**src/rtl/cross_bar_arbiter.sv**
```systemverilog
// cross_bar_arbiter: shares one slave req/ack/resp port among NUM_MASTERS masters with
// round-robin arbitration, one transaction outstanding at a time.
// Optional ack watchdog: define ARB_TIMEOUT_EN to abort a request the slave never accepts.
module cross_bar_arbiter #(
  parameter int unsigned NUM_MASTERS    = 4,
  parameter int unsigned DWIDTH         = 32,
  parameter int unsigned AWIDTH         = 32,
  parameter int unsigned TIMEOUT_CYCLES = 256
) (
  input  logic                          aclk,
  input  logic                          aresetn,
  input  logic [NUM_MASTERS-1:0]        m_req,
  input  logic [NUM_MASTERS*AWIDTH-1:0] m_addr,
  input  logic [NUM_MASTERS-1:0]        m_cmd,
  input  logic [NUM_MASTERS*DWIDTH-1:0] m_wdata,
  output logic [NUM_MASTERS-1:0]        m_ack,
  output logic [NUM_MASTERS*DWIDTH-1:0] m_rdata,
  output logic [NUM_MASTERS-1:0]        m_resp,
  output logic                          s_req,
  output logic [AWIDTH-1:0]             s_addr,
  output logic                          s_cmd,
  output logic [DWIDTH-1:0]             s_wdata,
  input  logic                          s_ack,
  input  logic [DWIDTH-1:0]             s_rdata,
  input  logic                          s_resp,
  output logic                          timeout
);

  localparam int unsigned GW = (NUM_MASTERS > 1) ? $clog2(NUM_MASTERS) : 1;
  localparam int unsigned CW = GW + 1;

  localparam logic [1:0] IDLE = 2'd0;
  localparam logic [1:0] REQ  = 2'd1;
  localparam logic [1:0] RESP = 2'd2;

  logic [1:0]    state_q, state_d;
  logic [GW-1:0] grant_q, grant_d;
  logic [GW-1:0] ptr_q, ptr_d;
  logic [GW-1:0] winner;
  logic [CW-1:0] cand;
  logic          found;
  logic          expire;
  logic          abort_q, abort_d;

  // Round-robin search: first requester at or after ptr, wrapping modulo NUM_MASTERS.
  always_comb begin
    found  = 1'b0;
    winner = '0;
    cand   = '0;
    for (int i = 0; i < NUM_MASTERS; i++) begin
      cand = {1'b0, ptr_q} + CW'(i);
      if (cand >= CW'(NUM_MASTERS)) cand = cand - CW'(NUM_MASTERS);
      if (!found && m_req[cand[GW-1:0]]) begin
        found  = 1'b1;
        winner = cand[GW-1:0];
      end
    end
  end

`ifdef ARB_TIMEOUT_EN
  localparam int unsigned TW = (TIMEOUT_CYCLES > 1) ? $clog2(TIMEOUT_CYCLES) : 1;
  logic [TW-1:0] cnt_q;

  // s_ack in the expiry cycle takes priority over the abort.
  assign expire  = (state_q == REQ) && !s_ack && (cnt_q == TW'(TIMEOUT_CYCLES - 1));
  assign timeout = expire;

  // Watchdog: zero outside REQ, counts REQ cycles spent waiting for s_ack.
  always_ff @(posedge aclk or negedge aresetn) begin
    if (!aresetn) begin
      cnt_q <= '0;
    end else if (state_q != REQ) begin
      cnt_q <= '0;
    end else if (!s_ack && !expire) begin
      cnt_q <= cnt_q + 1'b1;
    end
  end
`else
  assign expire  = 1'b0;
  assign timeout = 1'b0;
  logic unused_timeout_cfg;
  assign unused_timeout_cfg = ^TIMEOUT_CYCLES;
`endif

  // Next-state: IDLE -> REQ on a winner, REQ -> RESP on accept or abort, RESP -> IDLE.
  always_comb begin
    state_d = state_q;
    grant_d = grant_q;
    ptr_d   = ptr_q;
    abort_d = abort_q;
    case (state_q)
      IDLE: begin
        if (found) begin
          grant_d = winner;
          ptr_d   = (winner == GW'(NUM_MASTERS - 1)) ? '0 : winner + 1'b1;
          abort_d = 1'b0;
          state_d = REQ;
        end
      end
      REQ: begin
        if (s_ack) begin
          state_d = RESP;
        end else if (expire) begin
          abort_d = 1'b1;
          state_d = RESP;
        end
      end
      RESP: begin
        abort_d = 1'b0;
        state_d = IDLE;
      end
      default: state_d = IDLE;
    endcase
  end

  // State registers; reset abandons any transaction in flight.
  always_ff @(posedge aclk or negedge aresetn) begin
    if (!aresetn) begin
      state_q <= IDLE;
      grant_q <= '0;
      ptr_q   <= '0;
      abort_q <= 1'b0;
    end else begin
      state_q <= state_d;
      grant_q <= grant_d;
      ptr_q   <= ptr_d;
      abort_q <= abort_d;
    end
  end

  // Outputs: live mux of the granted master's fields, responses routed only to the grantee.
  always_comb begin
    s_req   = (state_q == REQ);
    s_addr  = '0;
    s_cmd   = 1'b0;
    s_wdata = '0;
    m_ack   = '0;
    m_resp  = '0;
    m_rdata = '0;
    for (int i = 0; i < NUM_MASTERS; i++) begin
      if (grant_q == GW'(i)) begin
        if (state_q == REQ) begin
          s_addr   = m_addr[i*AWIDTH +: AWIDTH];
          s_cmd    = m_cmd[i];
          s_wdata  = m_wdata[i*DWIDTH +: DWIDTH];
          m_ack[i] = s_ack | expire;
        end
        if (state_q == RESP) begin
          m_resp[i] = abort_q | s_resp;
          if (!abort_q) m_rdata[i*DWIDTH +: DWIDTH] = s_rdata;
        end
      end
    end
  end

endmodule
```
**config.mk**
```make
export PLATFORM = sky130hd
export DESIGN_NAME = cross_bar_arbiter
export DESIGN_NICKNAME = d
export VERILOG_FILES = /design/src/rtl/cross_bar_arbiter.sv
export SDC_FILE = /design/constraint.sdc
export NUM_CORES = 1
export LEC_CHECK = 0
export CAP_MARGIN = 20
export CORE_AREA = 2 2 195 197
export CTS_CLUSTER_DIAMETER = 60
export DETAILED_ROUTE_END_ITERATION = 7
export DIE_AREA = 0 0 197 199
export SYNTH_ARGS = -nofsm -noshare
export SYNTH_HDL_FRONTEND = slang
export SYNTH_SLANG_ARGS = --single-unit
```
**constraint.sdc**
```tcl
create_clock -name aclk -period 4.9 [get_ports aclk]
set_clock_uncertainty 0.1 [all_clocks]
set_input_delay 0.98 -clock aclk [delete_from_list [all_inputs] [get_ports aclk]]
set_output_delay 0.98 -clock aclk [all_outputs]
set_load 0.1 [all_outputs]
```
Yosys cells after proc, flatten, opt, wreduce, memory -nomap -nowiden

Cells that the tools add are included.
Widths: inputs -> output; s select.

Flip-flop bits (word level): 7
Bits of input ports: 300
Output and inout bits: 203
Word-level logic and storage cells: 107

Add/sub/neg operators: 8
$lt $le $gt $ge: 8
Eq/ne operators: 8
Mux-type cells: 66
Bitwise operators: 1
Reductions and logical operators: 12

Operators by type and width:

| operator            | number |
|---|---|
| $mux 32             | 22 |
| $mux 1              | 27 |
| $mux 2              | 11 |
| $lt 2x3->1 const B  | 4 |
| $ge 3x3->1 const B  | 3 |
| $bmux 1 s2          | 4 |
| $eq 2x2->1 const B  | 4 |
| $sub 2x1->2 const B | 4 |
| $add 2x2->3 const B | 2 |
| $reduce_and 2->1    | 3 |
| $eq 2x1->1 const B  | 2 |
| $logic_not 2->1     | 2 |
| $pmux 2 s2          | 1 |
| $add 2x1->3 const B | 1 |
| $ge 2x3->1 const B  | 1 |
| $logic_and 1x1->1   | 3 |
| $logic_not 1->1     | 3 |
| $add 2x1->2 const B | 1 |
| $ne 2x1->1 const B  | 1 |
| $ne 2x2->1 const B  | 1 |
| $pmux 1 s2          | 1 |
| $reduce_bool 2->1   | 1 |
| $or 1x1->1          | 1 |

Longest topological paths before layout

Gate-level depths: netlist of the first run.

Depth in word-level cells: 16
Depth in mapped cells: 8
Gate-level depth less buffers: 5

Least setup slack after synthesis of the first run

OpenSTA, ideal clock, no wires.

Path type: register -> output
Start point: reg state_q[1]
End point: out m_ack[0]
Arrival time: 3.179 ns
Required time: 3.820 ns
Path slack: 0.641 ns
Stages on the path, launching flop included: 5
Path buffers: 0
Cell sequence: dfrtp_1 > nand2b_2 > inv_2 > nand2_1 > nor3_1

Cells in the longest elaborated chain, start to end: 3

RTL lines:

| what                     | RTL line | source |
|---|---|---|
| start: declaration       | 36       | `logic [1:0] state_q, state_d;` |
| start signal: assignment | 124      | `state_q <= state_d;` |
| $eq 2x1->1               | n/a      |  |
| net s_req                | 19       | `output logic s_req,` |
| $mux 1                   | 142      | `if (state_q == REQ) begin` |
| $mux 1                   | 141      | `if (grant_q == GW'(i)) begin` |
| end: declaration         | 16       | `output logic [NUM_MASTERS-1:0] m_ack,` |

The timed path passes the listed nets, and every way through them passes these cells.

Final worst setup path of the first run

Start point: reg grant_q[0]
End point: out s_wdata[3]

Cells in the longest elaborated chain, start to end: 8
Elaborated cells on any way between the ends: 11
Classes of those cells: eq/ne: 3; mux: 7; reduce/logical: 1

RTL lines:

| what                     | RTL line | source |
|---|---|---|
| start: declaration       | 37       | `logic [GW-1:0] grant_q, grant_d;` |
| start signal: assignment | 125      | `grant_q <= grant_d;` |
| $logic_not 2->1          | 141      |  |
| $mux 32                  | 141      |  |
| $mux 32                  | 142      |  |
| $mux 32                  | 141      |  |
| $mux 32                  | 142      |  |
| $mux 32                  | 141      |  |
| $mux 32                  | 142      |  |
| $mux 32 *                | 141      |  |
| end: declaration         | 22       | `output logic [DWIDTH-1:0] s_wdata,` |

Every way passes the cells marked *; elsewhere a longest branch is shown, timed or not.

==> results of run 1 <==
[worst max-delay path, stage by stage, from the launching register on]
cell      delay, ps
dfrtp_4         600
nand2b_4        210
nor2_4          650
buf_4           280
a22oi_1         110
a21oi_1         200
buf_4           310
[how the worst max path moves through the flow]
stage / start / endpoint / slack (ps) / depth (start not counted)
after floorplan: state_q[1]$_DFFE_PN0P_ / m_ack[0] / 640 / 4
after global placement: grant_q[0]$_DFFE_PN0P_ / s_addr[17] / 1380 / 6
after detailed placement: grant_q[0]$_DFFE_PN0P_ / s_wdata[4] / 1360 / 6
after CTS: grant_q[0]$_DFFE_PN0P_ / s_wdata[4] / 1110 / 6
after global routing: grant_q[0]$_DFFE_PN0P_ / s_wdata[4] / 1000 / 6
final: grant_q[0]$_DFFE_PN0P_ / s_wdata[3] / 1210 / 6
[cell usage after synthesis (2+ instances only)]
| master | instances | area [um2] |
|---|---|---|
| inv_1 | 5 | 18.8 |
| a21oi_2 | 50 | 438 |
| buf_12 | 5 | 100 |
| a21oi_1 | 19 | 95.1 |
| nand2_1 | 39 | 146 |
| buf_4 | 6 | 45.0 |
| buf_6 | 2 | 22.5 |
| nand2b_1 | 2 | 12.5 |
| o21ai_0 | 3 | 15.0 |
| dfrtp_1 | 6 | 150 |
| nor2_1 | 172 | 646 |
| clkbuf_1 | 18 | 67.6 |
| mux2_2 | 67 | 754 |
| nor3_1 | 2 | 10.0 |
| buf_2 | 22 | 110 |
| a22oi_2 | 50 | 626 |
| a22oi_1 | 16 | 120 |
| clkbuf_2 | 3 | 15.0 |
| and2_1 | 33 | 206 |
[through the flow]
step | setup WS [ps] | hold WS [ps]
6_report | 1210 | 369
5_1_grt | 1000 | 398
4_1_cts | 1110 | 369
3_5_place_dp | 1360 | 370
3_3_place_gp | 1380 | 359
2_1_floorplan | 641 | 333
[per-layer routing]
layer	vias to the layer above	share of wire, %	global-route usage [%]
met5	-	0	0
met4	0	4.0	4.43
met3	40	6.8	1.54
met2	352	53	22.0
met1	2614	36	11.1
li1	2793	-	-
[area by class of cell]
type,instances,area (um2)
inverters,6,22.5
repair buffers,522,4690
well taps,474,593
fillers,4073,28400
diodes,1,2.50
flip-flops and latches,6,154
clock buffers,4,78.8
multi-input cells,470,3240
[power by group through the flow]
stage / sequential [mW] / combinational (mW) / clock, mW
detailed placement: 0.150 / 4.91 / 0
CTS: 0.150 / 4.91 / 0.136
global placement: 0.147 / 4.90 / 0
global route: 0.156 / 5.05 / 0.141
finish: 0.147 / 4.88 / 0.135
floorplan: 0.0793 / 3.89 / 0
[kinds of logic after synthesis]
logic type             Yosys count  share of synthesized area (%)
AND/OR/NAND/NOR                257                           29.4
buffers and inverters           63                           10.6
XOR/XNOR                         1                          0.233
multiplexers                    68                           20.3
other                            1                         0.0996
flip-flops                       6                           3.99
AO/OA/AOI/OAI                  143                           35.4
==> flow_metrics.env, run 1 <==
export IMPL_placed_instance_area_um2=8700
export IMPL_clock_path_buffers=2
export IMPL_powerDensity_nw_per_um2=588
export IMPL_layout_drive_gt1_share_pct=40.0
export IMPL_total_power_mw=5.16
export IMPL_rsz0062_at_grt="false"
export IMPL_tritoncts="done"
export IMPL_via_count=5799
export IMPL_chipHeight_um=199
export IMPL_cp_required_ps=3820
export IMPL_dieArea_um2=39200
export IMPL_r2r_start="grant_q[0]$_DFFE_PN0P_"
export IMPL_summed_negative_setup_slack_over_all_endpoints_ps=0
export IMPL_synth_warnings=0
export IMPL_initial_utilization_pct=10.1
export IMPL_hold_path_cell_count=1
export IMPL_synth_seq_area_share_pct=3.99
export IMPL_avgRoutedWirePerCell_um=16.3
export IMPL_synth_cell_area_um2=3770
export IMPL_track_usage_pct=10.9
export IMPL_cts_root_buffer_type="clkbuf_16"
export IMPL_crit_path_start_kind="register"
export IMPL_final_setup_viol_count=0
export IMPL_grt_pass1_wl_mm=32.5
export IMPL_layout_cells_most_common="clkdlybuf4s50_1"
export IMPL_post_dp_hpwl_mm=20.4
export IMPL_detail_route_antenna_nets=0
export IMPL_worst_relative_slew_slack_pct=32.7
export IMPL_timing_final_crit_period_ps=3690
export IMPL_fmax_ghz=0.271
export IMPL_clock_transition_at_the_register_clock_pins_on_the_worst_setup_and_hold_paths_after_cts_ps=30
export IMPL_grt_overflow_total=0
export IMPL_synth_async_reset_ratio_pct=100
export IMPL_irDropWorstVdd_v=0.000407
export IMPL_pwr_share_comb_pct=94.5
export IMPL_power_report_internal_total_mw=1.46
export IMPL_num_nets_final=1309
export IMPL_clock_insertion_delay_worst_skew_ps=230
export IMPL_cp_data_arrival_time_ps=2610
export IMPL_clkPwrFrac_pct=2.6
export IMPL_drv_slew=0
export IMPL_post_synth_inst_count=539
export IMPL_rr_worst_depth=2
export IMPL_clock_sinks=6
export IMPL_finish_cell_count_without_fillers=1483
export IMPL_dr_first_iter_drc_count=161
export IMPL_syn2layout_area_growth_pct=133
export IMPL_mostFrequentLayoutCells="clkdlybuf4s50_1 (300), buf_4 (220), nor2_1 (171)"
export IMPL_r2r_end="grant_q[0]$_DFFE_PN0P_"
export IMPL_max_cap_viol_count=0
export IMPL_post_cts_setup_bufs=0
export IMPL_tightest_slew_ps=1010
export IMPL_synthesis_nets=839
export IMPL_post_drt_via_cell_ratio=3.91
export IMPL_crit_path_max_fanout=21
export IMPL_wl_mm=24.2
export IMPL_drtPass1Iterations=4
export IMPL_syn_avg_cell_area_um2=6.99
export IMPL_min_from="state_q[1]$_DFFE_PN0P_"
export IMPL_finalHoldViolCount=0
export IMPL_synth_edff_count=0
export IMPL_place_gp_congestion=0.821
export IMPL_result_of_the_run="finished, final reports clean"
export IMPL_path_class="reg2out"
export IMPL_drc=0
export IMPL_crit_path_end_kind="primary output"
export IMPL_timing_reg2reg_setup_slack_ps=3140
export IMPL_ioPinCount=503
export IMPL_place_detailed_instances=1478
export IMPL_grt_antenna_before_repair=4
export IMPL_h_tree_levels=1
export IMPL_postLayoutCoreUtil_pct=23.6
export IMPL_numCtsBuffers=3
export IMPL_grt_start_max_net_pins=109
export IMPL_core_area_um2=37100
export IMPL_chipWidth_um=197
export IMPL_power_frac_seq_pct=2.8
export IMPL_cts_repair_resize_count=0
export IMPL_port_buffers=501
export IMPL_holdPathEnd="state_q[0]$_DFFE_PN0P_"
export IMPL_yosys_register_bits=6
export IMPL_min_path_type="reg2reg"
export IMPL_synth_top_flop_cell="dfrtp_1"
export IMPL_switching_power_of_the_nets_mw=3.71
export IMPL_synth_cell_type_count=38
export IMPL_grt_pass1_vias=5618
export IMPL_postLayoutCellArea_um2=8780
export IMPL_placement_rows=71
export IMPL_cts_hold_buffers_added=0
export IMPL_min_period_over_period_pct=75.3
export IMPL_netSwitchingFraction_pct=71.8
export IMPL_power_leakage_nw=3.50
Power figures use the tool's default switching activity.
==> run 2, diff against run 1 <==
CORE_AREA = 2 2 197 199   (was 2 2 195 197)
DIE_AREA = 0 0 199 201   (was 0 0 197 199)
clock period = 3.9 ns   (was 4.9 ns; I/O delays follow)
==> flow_metrics.env, run 2 (synthesized netlist as in run 1, its figures left out) <==
export IMPL_worst_relative_slew_slack_pct=44.6
export IMPL_track_usage_pct=11.7
export IMPL_result_of_the_run="finished, final reports clean"
export IMPL_grt_pass1_vias=5818
export IMPL_grt_antenna_before_repair=2
export IMPL_drv_slew=0
export IMPL_rsz0062_at_grt="false"
export IMPL_crit_path_max_fanout=35
export IMPL_layout_drive_gt1_share_pct=39.8
export IMPL_cp_data_arrival_time_ps=2540
export IMPL_syn2layout_area_growth_pct=157
export IMPL_numCtsBuffers=3
export IMPL_max_cap_viol_count=0
export IMPL_chipHeight_um=201
export IMPL_place_gp_congestion=0.843
export IMPL_fmax_ghz=0.292
export IMPL_r2r_start="ptr_q[1]$_DFFE_PN0P_"
export IMPL_r2r_end="grant_q[1]$_DFFE_PN0P_"
export IMPL_dieArea_um2=40000
export IMPL_chipWidth_um=199
export IMPL_worstSetupEndpoint="s_wdata[31]"
export IMPL_timing_reg2reg_setup_slack_ps=2410
export IMPL_crit_path_start="grant_q[1]$_DFFE_PN0P_"
export IMPL_num_nets_final=1303
export IMPL_irDropWorstVdd_v=0.000645
export IMPL_final_setup_viol_count=0
export IMPL_detail_route_antenna_nets=0
export IMPL_min_path_type="reg2reg"
export IMPL_tightest_slew_ps=831
export IMPL_crit_path_end_kind="primary output"
export IMPL_cts_hold_buffers_added=0
export IMPL_summed_negative_setup_slack_over_all_endpoints_ps=0
export IMPL_dr_first_iter_drc_count=206
export IMPL_clock_insertion_delay_worst_skew_ps=230
export IMPL_powerDensity_nw_per_um2=787
export IMPL_cts_root_buffer_type="clkbuf_16"
export IMPL_clock_sinks=6
export IMPL_grt_overflow_total=0
export IMPL_min_period_over_period_pct=87.7
export IMPL_ioPinCount=503
export IMPL_finalHoldViolCount=0
export IMPL_grt_pass1_wl_mm=35.4
export IMPL_post_drt_via_cell_ratio=3.76
export IMPL_drtPass1Iterations=7
export IMPL_core_area_um2=38100
export IMPL_timing_final_crit_period_ps=3420
export IMPL_h_tree_levels=1
export IMPL_avgRoutedWirePerCell_um=16.8
export IMPL_initial_utilization_pct=9.88
export IMPL_placement_rows=72
export IMPL_post_dp_hpwl_mm=22.0
export IMPL_total_power_mw=7.61
export IMPL_cts_repair_resize_count=0
export IMPL_cp_required_ps=3020
export IMPL_tritoncts="done"
export IMPL_drc=0
export IMPL_clock_path_buffers=2
export IMPL_crit_path_start_kind="register"
export IMPL_port_buffers=501
export IMPL_via_count=5728
export IMPL_clock_transition_at_the_register_clock_pins_on_the_worst_setup_and_hold_paths_after_cts_ps=40
export IMPL_wl_mm=25.6
export IMPL_power_leakage_nw=3.71
export IMPL_rr_worst_depth=4
export IMPL_post_cts_setup_bufs=0
export IMPL_grt_start_max_net_pins=72
export IMPL_layout_cells_most_common="clkdlybuf4s50_1"
export IMPL_path_class="reg2out"
export IMPL_mostFrequentLayoutCells="clkdlybuf4s50_1 (299), nor2_1 (171), buf_4 (145)"
-- run 2: cell types whose count changed in the layout (fill, tap and decap cells not counted), sizes merged --
| cell | previous run | this run |
|---|---|---|
| diode | 1 | 2 |
| buf | 222 | 217 |
| clkdlybuf4s50 | 300 | 299 |
-- run 2: worst min path at each step --
stage	start	to	slack, ps	cells after the start
final	state_q[1]$_DFFE_PN0P_	state_q[0]$_DFFE_PN0P_	370	1
after detailed placement	state_q[1]$_DFFE_PN0P_	state_q[0]$_DFFE_PN0P_	360	1
after global routing	state_q[1]$_DFFE_PN0P_	state_q[0]$_DFFE_PN0P_	410	1
after global placement	state_q[1]$_DFFE_PN0P_	state_q[0]$_DFFE_PN0P_	360	1
after floorplan	state_q[1]$_DFFE_PN0P_	state_q[0]$_DFFE_PN0P_	330	1
after CTS	state_q[1]$_DFFE_PN0P_	state_q[0]$_DFFE_PN0P_	370	1
-- run 2: per-layer routing --
layer  vias to the layer above  part of all wire, %  global-route usage, %
met5                         -                    0                      0
met4                         0                  1.4                   2.72
met3                        16                  8.3                   2.44
met2                       332                   55                   23.8
met1                      2604                   35                   11.8
li1                       2776                    -                      -
-- run 2: area by class of cell --
cell class	count	area, um2
sequential	6	154
fill	4130	28400
tap	518	648
inverter	6	22.5
multi-input combinational	470	3250
timing repair buffer	516	5520
clock buffer	4	78.8
antenna	2	5.00
-- run 2: per-stage QoR --
step / area (um2) / hold WS, ps / worst slack, ps / util (%) / std cells
after floorplan: 3770 / 333 / 62.8 / - / 539
after global placement: 9590 / 355 / 700 / 25.2 / 1516
after detailed placement: 9590 / 361 / 640 / 25.2 / 1516
after CTS: 9670 / 371 / 388 / 25.4 / 1520
after global routing: 9680 / 415 / 277 / 25.4 / 1522
final: 9680 / 372 / 480 / 25.4 / 1522
-- run 2: critical path, cell delays in order (launching register included) --
cell and delay, ps:
dfrtp_1 630, nand2b_4 350, nor2_4 240, buf_4 310
a22oi_1 150, a21oi_1 380, buf_12 230
-- run 2: power breakdown --
part / switching (mW) / internal [mW] / total, mW
combinational: 4.79 / 2.50 / 7.29
sequential: 0.0616 / 0.0905 / 0.152
clock: 0.0381 / 0.136 / 0.174
==> run 3, diff against run 2 <==
clock period = 2.95 ns   (was 3.9 ns; I/O delays follow)
==> flow_metrics.env, run 3 (synthesized netlist as in run 1, its figures left out) <==
export IMPL_rr_worst_depth=4
export IMPL_max_cap_viol_count=0
export IMPL_num_nets_final=1313
export IMPL_grt_pass1_vias=6113
export IMPL_dr_first_iter_drc_count=144
export IMPL_chipWidth_um=199
export IMPL_chipHeight_um=201
export IMPL_placement_rows=72
export IMPL_wl_mm=25.6
export IMPL_tritoncts="done"
export IMPL_grt_antenna_before_repair=2
export IMPL_cp_data_arrival_time_ps=2140
export IMPL_rsz0062_at_grt="false"
export IMPL_timing_final_crit_period_ps=2830
export IMPL_clock_sinks=6
export IMPL_hold_path_cell_count=1
export IMPL_grt_overflow_total=0
export IMPL_cts_hold_buffers_added=0
export IMPL_cp_required_ps=2260
export IMPL_detail_route_antenna_nets=0
export IMPL_holdWs_ps=370
export IMPL_port_buffers=501
export IMPL_cts_repair_resize_count=0
export IMPL_crit_path_start_kind="register"
export IMPL_grt_start_max_net_pins=41
export IMPL_min_period_over_period_pct=95.8
export IMPL_holdPathEnd="state_q[0]$_DFFE_PN0P_"
export IMPL_initial_utilization_pct=9.88
export IMPL_timing_reg2reg_setup_slack_ps=1460
export IMPL_numCtsBuffers=3
export IMPL_final_setup_viol_count=0
export IMPL_cts_root_buffer_type="clkbuf_16"
export IMPL_layout_drive_gt1_share_pct=51.2
export IMPL_clock_path_buffers=2
export IMPL_drc=0
export IMPL_dieArea_um2=40000
export IMPL_tightest_slew_ps=530
export IMPL_crit_path_max_fanout=39
export IMPL_ioPinCount=503
export IMPL_via_count=5804
export IMPL_power_leakage_nw=4.23
export IMPL_layout_cells_most_common="clkdlybuf4s50_1"
export IMPL_syn2layout_area_growth_pct=227
export IMPL_clock_insertion_delay_worst_skew_ps=230
export IMPL_total_power_mw=11.3
export IMPL_mostFrequentLayoutCells="clkdlybuf4s50_1 (299), buf_12 (214), nor2_2 (91)"
export IMPL_post_drt_via_cell_ratio=3.79
export IMPL_result_of_the_run="finished, final reports clean"
export IMPL_r2r_start="ptr_q[1]$_DFFE_PN0P_"
export IMPL_h_tree_levels=1
export IMPL_path_class="reg2out"
export IMPL_post_cts_setup_bufs=0
export IMPL_fmax_ghz=0.354
export IMPL_crit_path_end_kind="primary output"
export IMPL_core_area_um2=38100
export IMPL_track_usage_pct=12.1
export IMPL_irDropWorstVdd_v=0.000788
export IMPL_place_gp_congestion=0.792
export IMPL_min_from="state_q[1]$_DFFE_PN0P_"
export IMPL_place_detailed_instances=1526
export IMPL_finalHoldViolCount=0
export IMPL_clock_transition_at_the_register_clock_pins_on_the_worst_setup_and_hold_paths_after_cts_ps=30
export IMPL_drtPass1Iterations=4
export IMPL_avgRoutedWirePerCell_um=16.7
export IMPL_r2r_end="grant_q[1]$_DFFE_PN0P_"
export IMPL_worst_relative_slew_slack_pct=64.7
export IMPL_finish_cell_count_without_fillers=1531
export IMPL_powerDensity_nw_per_um2=915
export IMPL_drv_slew=0
export IMPL_post_dp_hpwl_mm=22.4
export IMPL_min_path_type="reg2reg"
export IMPL_grt_pass1_wl_mm=37.0
## run 3: cell count changes in the layout (fill, tap and decap cells not counted), sizes merged
cell / before / now
buf: 217 / 227
diode: 2 / 1
## run 3: where the power goes
group,switching (mW),internal (mW)
Combinational,6.83,4.02
Clock,0.0435,0.179
Sequential,0.0786,0.120
## run 3: through the flow
| stage | cell area, um2 | util (%) | worst slack, ps | TNS (ps) |
|---|---|---|---|---|
| final | 12300 | 32.3 | 124 | 0 |
| after global routing | 12300 | 32.3 | 9.89 | 0 |
| after CTS | 12300 | 32.3 | 75.1 | 0 |
| after detailed placement | 12200 | 32.1 | 264 | 0 |
| after global placement | 12200 | 32.1 | 265 | 0 |
| after floorplan | 4550 | - | -529 | -1070 |
## run 3: final cells by class
class                      count  area [um2]
clock buffer                   4        78.8
inverter                       6        22.5
antenna                        1        2.50
timing repair buffer         526        7370
tap                          518         648
sequential                     6         154
multi-input combinational    470        4030
fill                        3896       25800
## run 3: worst max-delay path by stage
| stage | startpoint | to | slack [ps] | cells after the start |
|---|---|---|---|---|
| finish | grant_q[1]$_DFFE_PN0P_ | s_wdata[1] | 120 | 6 |
| floorplan | grant_q[0]$_DFFE_PN0P_ | m_ack[2] | -530 | 4 |
| CTS | grant_q[1]$_DFFE_PN0P_ | s_addr[28] | 80 | 6 |
| global placement | m_addr[60] | s_addr[28] | 260 | 5 |
| detailed placement | m_addr[60] | s_addr[28] | 260 | 5 |
| global route | grant_q[1]$_DFFE_PN0P_ | s_addr[28] | 10 | 6 |
## run 3: critical path: stages, from the launching register on
cell	delay [ps]
dfrtp_1	660
nand2b_4	110
nor2_4	180
buf_12	290
a22oi_1	180
a21oi_4	230
buf_12	200
## run 3: metal layers
layer / global-route usage [%] / part of all wire (%) / vias to the layer above / wire length, um
met5: 0 / 0.027 / - / 7
met4: 2.99 / 2.2 / 2 / 575
met3: 2.77 / 9.4 / 24 / 2400
met2: 23.7 / 53 / 332 / 13500
met1: 12.9 / 36 / 2652 / 9140
li1: - / - / 2794 / -
